### config.mk
export PLATFORM = sky130hd
export DESIGN_NAME = load_store_unit
export DESIGN_NICKNAME = d
export VERILOG_FILES = /design/src/rtl/load_store_unit.sv
export SDC_FILE = /design/constraint.sdc
export NUM_CORES = 1
export LEC_CHECK = 0
export ABC_AREA = 0
export BUFFER_PORTS_ARGS = -buffer_cell sky130_fd_sc_hd__buf_2
export CORE_ASPECT_RATIO = 1.75
export CORE_MARGIN = 2
export CORE_UTILIZATION = 50
export DETAILED_ROUTE_END_ITERATION = 8
export PLACE_DENSITY = 0.79
export SLEW_MARGIN = 25
export SYNTH_ARGS = -nofsm -noshare
export SYNTH_HDL_FRONTEND = slang
export SYNTH_SLANG_ARGS = --single-unit
### constraint.sdc
create_clock -name clk -period 3.3 [get_ports clk]
set_input_delay 0.66 -clock clk [delete_from_list [all_inputs] [get_ports clk]]
set_output_delay 0.66 -clock clk [all_outputs]
set_load 0.01 [all_outputs]
### src/rtl/load_store_unit.sv
// Data-memory access stage: turns controller load/store codes into a req/ack
// bus transaction with byte enables, and returns extended load data. Stalls
// the core from the accept cycle until the one-cycle completion pulse.
module load_store_unit #(
  parameter int TIMEOUT = 16
) (
  input  logic        clk,
  input  logic        rst_n,
  input  logic        op_valid,
  input  logic [1:0]  mem_write,
  input  logic [2:0]  load_type,
  input  logic [31:0] addr,
  input  logic [31:0] wdata,
  output logic        stall,
  output logic        done,
  output logic [31:0] load_data,
  output logic        misaligned,
  output logic        bus_err,
  output logic        dbus_req,
  output logic        dbus_we,
  output logic [31:0] dbus_addr,
  output logic [3:0]  dbus_be,
  output logic [31:0] dbus_wdata,
  input  logic        dbus_ack,
  input  logic [31:0] dbus_rdata
);

  localparam int CNT_W = (TIMEOUT > 1) ? $clog2(TIMEOUT + 1) : 1;

  localparam logic [2:0] LT_LW  = 3'd1;
  localparam logic [2:0] LT_LB  = 3'd2;
  localparam logic [2:0] LT_LH  = 3'd3;
  localparam logic [2:0] LT_LBU = 3'd4;
  localparam logic [2:0] LT_LHU = 3'd5;

  typedef enum logic [1:0] {IDLE = 2'd0, REQ = 2'd1, DONE = 2'd2} state_t;

  state_t           state_q, state_d;
  logic [CNT_W-1:0] cnt_q;
  logic [2:0]       type_q;
  logic [1:0]       off_q;
  logic             is_store, is_load, accept, misalign, timeout_hit;

  function automatic logic [3:0] store_be(input logic [1:0] size, input logic [1:0] off);
    case (size)
      2'd1:    return 4'b0001 << off;
      2'd2:    return off[1] ? 4'b1100 : 4'b0011;
      default: return 4'b1111;
    endcase
  endfunction

  function automatic logic [31:0] store_data(input logic [1:0] size, input logic [31:0] d);
    case (size)
      2'd1:    return {4{d[7:0]}};
      2'd2:    return {2{d[15:0]}};
      default: return d;
    endcase
  endfunction

  function automatic logic [31:0] extend_load(input logic [2:0] ltype, input logic [1:0] off,
                                              input logic [31:0] word);
    logic        [7:0]  bu;
    logic        [15:0] hu;
    logic signed [7:0]  bs;
    logic signed [15:0] hs;
    logic signed [31:0] r;
    bu = word[{off, 3'b000} +: 8];
    hu = off[1] ? word[31:16] : word[15:0];
    bs = bu;
    hs = hu;
    case (ltype)
      LT_LW:   r = word;
      LT_LB:   r = 32'(bs);
      LT_LH:   r = 32'(hs);
      LT_LBU:  r = {24'd0, bu};
      LT_LHU:  r = {16'd0, hu};
      default: r = '0;
    endcase
    return r;
  endfunction

  // Decode the presented op: store wins, undefined load codes count as none
  always_comb begin
    is_store    = (mem_write != 2'd0);
    is_load     = !is_store && (load_type inside {LT_LW, LT_LB, LT_LH, LT_LBU, LT_LHU});
    accept      = op_valid && (is_store || is_load);
    if (is_store)
      misalign = ((mem_write == 2'd2) && addr[0]) ||
                 ((mem_write == 2'd3) && (addr[1:0] != 2'd0));
    else
      misalign = ((load_type == LT_LW) && (addr[1:0] != 2'd0)) ||
                 (((load_type == LT_LH) || (load_type == LT_LHU)) && addr[0]);
    timeout_hit = (TIMEOUT != 0) && (cnt_q == CNT_W'(TIMEOUT - 1));
  end

  // Next-state logic
  always_comb begin
    state_d = state_q;
    unique case (state_q)
      IDLE:    if (accept) state_d = misalign ? DONE : REQ;
      REQ:     if (dbus_ack || timeout_hit) state_d = DONE;
      DONE:    state_d = IDLE;
      default: state_d = IDLE;
    endcase
  end

  // State register
  always_ff @(posedge clk or negedge rst_n) begin
    if (!rst_n) state_q <= IDLE;
    else        state_q <= state_d;
  end

  // Bus signals, captured op fields, timeout counter and result registers
  always_ff @(posedge clk or negedge rst_n) begin
    if (!rst_n) begin
      cnt_q      <= '0;
      type_q     <= '0;
      off_q      <= '0;
      dbus_we    <= 1'b0;
      dbus_addr  <= '0;
      dbus_be    <= '0;
      dbus_wdata <= '0;
      load_data  <= '0;
      misaligned <= 1'b0;
      bus_err    <= 1'b0;
    end else begin
      unique case (state_q)
        IDLE: if (accept) begin
          type_q <= is_store ? 3'd0 : load_type;
          off_q  <= addr[1:0];
          cnt_q  <= '0;
          if (misalign) begin
            misaligned <= 1'b1;
            load_data  <= '0;
          end else begin
            dbus_we    <= is_store;
            dbus_addr  <= {addr[31:2], 2'b00};
            dbus_be    <= is_store ? store_be(mem_write, addr[1:0]) : 4'b1111;
            dbus_wdata <= is_store ? store_data(mem_write, wdata) : '0;
          end
        end
        REQ: begin
          if (dbus_ack || timeout_hit) begin
            load_data  <= dbus_ack ? extend_load(type_q, off_q, dbus_rdata) : '0;
            bus_err    <= !dbus_ack;
            dbus_we    <= 1'b0;
            dbus_addr  <= '0;
            dbus_be    <= '0;
            dbus_wdata <= '0;
          end else begin
            cnt_q <= cnt_q + 1'b1;
          end
        end
        DONE: begin
          load_data  <= '0;
          misaligned <= 1'b0;
          bus_err    <= 1'b0;
        end
        default: ;
      endcase
    end
  end

  assign dbus_req = (state_q == REQ);
  assign done     = (state_q == DONE);
  assign stall    = (state_q == REQ) || ((state_q == IDLE) && accept);

endmodule
==> results of run 1 <==
## worst paths after layout
check                                     start                         end  cells after the start  slack [ns]
min in group clk                        addr[7]    dbus_addr[7]$_DFFE_PN0P_                      2        0.47
setup / recovery                   mem_write[0]                       stall                      8        0.19
hold / removal                            rst_n   load_data[10]$_DFFE_PN0P_                      1        0.20
setup reg to reg           cnt_q[0]$_DFFE_PN0P_    dbus_addr[8]$_DFFE_PN0P_                      9        0.92
hold reg to reg             dbus_we$_DFFE_PN0P_         dbus_we$_DFFE_PN0P_                      1        0.48
max in group asynchronous                 rst_n  dbus_wdata[24]$_DFFE_PN0P_                      2        2.28
## registers in the layout, indices dropped and copies added (netlist names)
| name | flops |
|---|---|
| type_q | 3 |
| off_q | 2 |
| dbus_be | 4 |
| misaligned | 1 |
| bus_err | 1 |
| dbus_wdata | 32 |
| dbus_we | 1 |
| state_q | 2 |
| load_data | 32 |
| dbus_addr | 30 |
| cnt_q | 5 |
## area by class of cell
cell class | instances | share of cell area
clock buffer | 19 | 0.0612
clock inverter | 13 | 0.0269
inverter | 14 | 0.00710
multi-input combinational | 352 | 0.342
sequential | 113 | 0.382
tap | 132 | 0.0223
timing repair buffer | 221 | 0.159
## power groups by stage
stage	logic, mW	clock network, mW	registers, mW
2_1_floorplan	1.59	0	2.21
3_3_place_gp	2.53	0	2.09
3_5_place_dp	2.59	0	2.09
4_1_cts	2.60	2.03	2.10
5_1_grt	2.80	2.09	2.15
6_report	2.60	2.01	2.10
## metrics by stage
step / setup WS [ns] / util / cell area [um2] / std cells / total power [mW]
floorplan: 0.328 / - / 5610 / 519 / 3.79
global placement: 0.282 / 0.612 / 6750 / 832 / 4.63
detailed placement: 0.215 / 0.612 / 6750 / 832 / 4.69
CTS: 0.195 / 0.671 / 7410 / 864 / 6.72
global route: 0.140 / 0.671 / 7410 / 864 / 7.04
finish: 0.191 / 0.671 / 7410 / 864 / 6.70
## cell families (layout without fill, tap and decap cells)
kind of cell             Yosys count  after routing  share of synthesized area
AO/OA/AOI/OAI                    166            166                      0.215
buffers and inverters             54            267                     0.0486
multiplexers                      47             47                     0.0939
flip-flops                       113            113                      0.504
AND/OR/NAND/NOR                  127            127                      0.116
adder cells (fa/ha/maj)            9              9                     0.0201
other                              1              2                   0.000668
XOR/XNOR                           1              1                    0.00156
## worst max-delay path: stages
cell    delay [ns]
buf_2         0.12
inv_1         0.08
ha_1          0.19
or4b_1        0.45
and3_4        0.23
and2_1        0.26
or2_2         0.32
buf_2         0.15
## routing by layer
metal  track usage  part of all wire  up-vias
met3        0.0622             0.066       47
met2         0.467              0.53      259
met4         0.136             0.039        0
met1         0.301              0.36     2462
met5             0                 0        -
li1              -                 -     2305
## cell usage in the layout, fill, tap and decap left out, types with 3 or more instances in the layout
cell	Yosys	routed
mux2_2	33	33
mux2i_1	11	11
a221oi_1	4	4
a22o_1	44	44
inv_1	14	14
or2_2	3	3
nand2_1	48	48
o21ai_0	22	22
a21o_1	8	8
dfrtp_1	113	113
clkbuf_16	0	17
nand2b_1	3	3
nand3_1	13	13
a21oi_1	28	28
nor2b_1	11	11
nor2_1	28	28
buf_12	0	3
a31oi_1	15	15
a22oi_1	8	8
ha_1	9	9
o2bb2ai_1	26	26
and2_1	3	3
nor4bb_1	7	7
inv_6	0	4
buf_2	11	207
clkinv_4	0	5
buf_4	5	11
bufinv_16	0	4
==> impl_metrics.ini, run 1 <==
[run_status]
status = finished clean

[synthesis]
synth.top_cell.area_share = 0.504
synth_common_cells = dfrtp_1 (113), nand2_1 (48), a22o_1 (44), mux2_2 (33)
synth.most_common_cell = dfrtp_1
yosysWarnings = 0
netlist_area_um2 = 5610
syn_avg_cell_area_um2 = 10.8
ys_async_sr_fraction = 1.00
yosys.cell_types.count = 51
synthTopCellsByArea = dfrtp_1 (50%), a22o_1 (6.9%), mux2_2 (6.6%), o2bb2ai_1 (4.1%), nand2_1 (3.2%)
synth-seq-cells = 113
ys_seq_area_frac = 0.504
synth-edff-count = 0
synth_largest_area_cell = dfrtp_1
netlist_instances = 518
synthFlopType = dfrtp_1

[route]
post_drt_wl_per_cell_um = 19.0
via_count = 5073
vias_per_cell = 5.87
post-route-drc-count = 0
totalWireLength_um = 16500
firstDrtPassIters = 4
drtIter0Drc = 324
antenna_left = 0

[timing]
tns_ns = 0
finalHoldViolations = 0
worst_slew_pin_slew_ns = 1.00
setup_viol = 0
drv_slew = 0
fmax_mhz = 322
fin_worst_skew_ns = 0.00922
min_period_ns = 3.11
maxSlewHeadroom = 0.328
rsz0062_at_grt = no
holdWs_ns = 0.199
fin_crit_sh = 0.942

[pwr]
worst_ir_drop_vdd_mv = 0.541
power_leakage_nw = 3.84
pwr-share-seq = 0.313
pwr-share-clk = 0.299
switching_power_mw = 2.48
power_density_nw_per_um2 = 905
swShare = 0.370
power_frac_comb = 0.388
internal-power_mw = 4.22

[clock_tree]
cts-buffers-inserted = 17
clock-sinks = 113
post_cts_buffers = 0
cts_tree = built
cts.path.max_buffers = 2
clkTransAtPathRegs_ns = 0.06
clkLatencyLatePin_ns = 0.40
postCtsHoldBufs = 0
cts_max_level = 4
cts-root-buf = clkbuf_16
post_cts_resized = 0

[die]
ios = 211
die_y_um = 144
initial_utilization = 0.508
fp.dieW_um = 84.1
rows = 51
die_area_um2 = 12100
core_um2 = 11000

[setup_path]
path_max_fanout = 12
start_kind = input port
crit_path_end_kind = output port
required_ns = 2.64
worstSetupPathType = input port to output port
cp_data_arrival_time_ns = 2.45

[flow_run]
max_cap_violations = 0

[global_route]
track_usage = 0.266
antenna_found_initial = 0
overflow = 0
grt_pass1_vias = 5062
grt_start_max_net_pins = 68
grt_pass1_wl_um = 25600

[placed_design]
portBuffers = 208
place_congestion = 0.925
hpwl_um = 12300

[hold_path]
min_path_type = input port to async pin

[layout]
drive_gt1_frac = 0.408
fin_nets = 833
area_growth_syn_to_layout_pct = 32.0
fillerInstances = 866
ff_latch_area_um2 = 2830
diodes = 0
multi_input_area_um2 = 2530
No activity file was read; power rests on OpenSTA's default activity.
==> run 2, diff against run 1 <==
--- a/config.mk
+++ b/config.mk
@@ -12,6 +12,7 @@
 export CORE_UTILIZATION = 50
 export DETAILED_ROUTE_END_ITERATION = 8
 export PLACE_DENSITY = 0.79
+export RECOVER_POWER = 25
 export SLEW_MARGIN = 25
 export SYNTH_ARGS = -nofsm -noshare
 export SYNTH_HDL_FRONTEND = slang
==> impl_metrics.ini, run 2 (same netlist as run 1, synthesis figures left out) <==
[clock_tree]
postCtsHoldBufs = 0
cts_max_level = 4
cts_tree = built
post_cts_buffers = 0
cts.path.max_buffers = 2
post_cts_resized = 0
clkLatencyLatePin_ns = 0.40
clkTransAtPathRegs_ns = 0.05
clock-sinks = 113
cts-buffers-inserted = 17
cts-root-buf = clkbuf_16

[route]
drtIter0Drc = 300
totalWireLength_um = 16400
post_drt_wl_per_cell_um = 19.0
antenna_left = 0
firstDrtPassIters = 5
via_count = 5098
vias_per_cell = 5.90
post-route-drc-count = 0

[global_route]
antenna_found_initial = 0
track_usage = 0.266
overflow = 0
grt_start_max_net_pins = 68
grt_pass1_wl_um = 25600
grt_pass1_vias = 5062

[timing]
fmax_mhz = 321
layout_setup_ws_ns = 0.189
maxSlewHeadroom = -0.156
drv_slew = 34
fin_worst_skew_ns = 0.00873
finalHoldViolations = 0
setup_viol = 0
worst_slew_pin_slew_ns = 1.73
holdWs_ns = 0.474
rsz0062_at_grt = no
min_period_ns = 3.11
tns_ns = 0
fin_crit_sh = 0.943

[layout]
fin_nets = 833
area_growth_syn_to_layout_pct = 31.6
reg.largest.list = dbus_wdata (32), load_data (32), dbus_addr (30)
final_util = 0.669
drive_gt1_frac = 0.407
fin_area_um2 = 7380
instances_no_fill = 864
final_cell_mix = buf_2 (207), dfrtp_1 (113), nand2_1 (48), a22o_1 (44), mux2_2 (33)
final_common_cell = buf_2
diodes = 0

[flow_run]
max_cap_violations = 1

[die]
die_y_um = 144
core_um2 = 11000
initial_utilization = 0.508
die_area_um2 = 12100
rows = 51
ios = 211
fp.dieW_um = 84.1

[setup_path]
worstSetupPathType = input port to output port
crit_path_end_kind = output port
cp_data_arrival_time_ns = 2.45
critPathSlowestCell = or4b_1
start_kind = input port
crit_family = simple AND/OR/NAND/NOR gates
path_common_cell = buf_2
path_cells = buf_2, inv_1, ha_1, or4b_1, and3_4, and2_1, or2_2, buf_2
path_buf_inv = 3
slowest_delay_ns = 0.45
required_ns = 2.64
path_max_fanout = 12

[pwr]
power_density_nw_per_um2 = 908
power_leakage_nw = 3.83
power.total_mw = 6.70
worst_ir_drop_vdd_mv = 0.541

[placed_design]
place_congestion = 0.925
dpl_cell_area_um2 = 6750
placed_cells = 832
hpwl_um = 12300
portBuffers = 208
dp_slack_ns = 0.215

[hold_path]
min_path_type = input port to register

[run_status]
violations = capacitance limit, slew limit
status = complete, but fails checks
-- run 2: cell count changes in the layout (fill, tap and decap cells not counted) --
cell      delta
clkbuf_1     +1
buf_12       -1
clkbuf_2     +2
buf_4        -2
-- run 2: worst reg2reg max path, delay by kind of cell, from the launching register on --
family / cells / cell delay (ns)
adder cells (fa/ha/maj): 2 / 0.44
AO/OA/AOI/OAI: 2 / 0.32
flip-flops: 1 / 0.44
buffers and inverters: 1 / 0.30
AND/OR/NAND/NOR: 4 / 0.82
-- run 2: routing by layer --
metal	track usage	up-vias	wire length (um)
met4	0.136	0	672
met3	0.0622	57	1110
met2	0.467	267	8700
met1	0.301	2470	5950
met5	0	-	0
li1	-	2304	-
-- run 2: area by class of cell --
type                            count  area, um2
Inverter                           14       52.6
Multi-Input combinational cell    352       2530
Fill cell                         871       3650
Clock buffer                       19        453
Sequential cell                   113       2830
Clock inverter                     13        199
Tap cell                          132        165
Timing Repair Buffer              221       1160
-- run 2: final timing paths --
path	from	slack [ns]	cells past startpoint	endpoint
worst max-delay path	mem_write[0]	0.19	8	stall
worst min-delay path	addr[7]	0.47	2	dbus_addr[7]$_DFFE_PN0P_
worst max register to register	cnt_q[0]$_DFFE_PN0P_	0.92	9	dbus_addr[8]$_DFFE_PN0P_
worst min register to register	dbus_we$_DFFE_PN0P_	0.48	1	dbus_we$_DFFE_PN0P_
max in group asynchronous	rst_n	0.65	2	load_data[26]$_DFFE_PN0P_
min in group asynchronous	rst_n	0.71	1	load_data[10]$_DFFE_PN0P_
-- run 2: report_power, final --
group	switching, mW	total [mW]	leakage [nW]	internal [mW]
Combinational	1.50	2.60	2.00	1.10
Clock	0.690	2.01	0.319	1.32
Sequential	0.297	2.10	1.52	1.80
Total	2.48	6.70	3.83	4.22
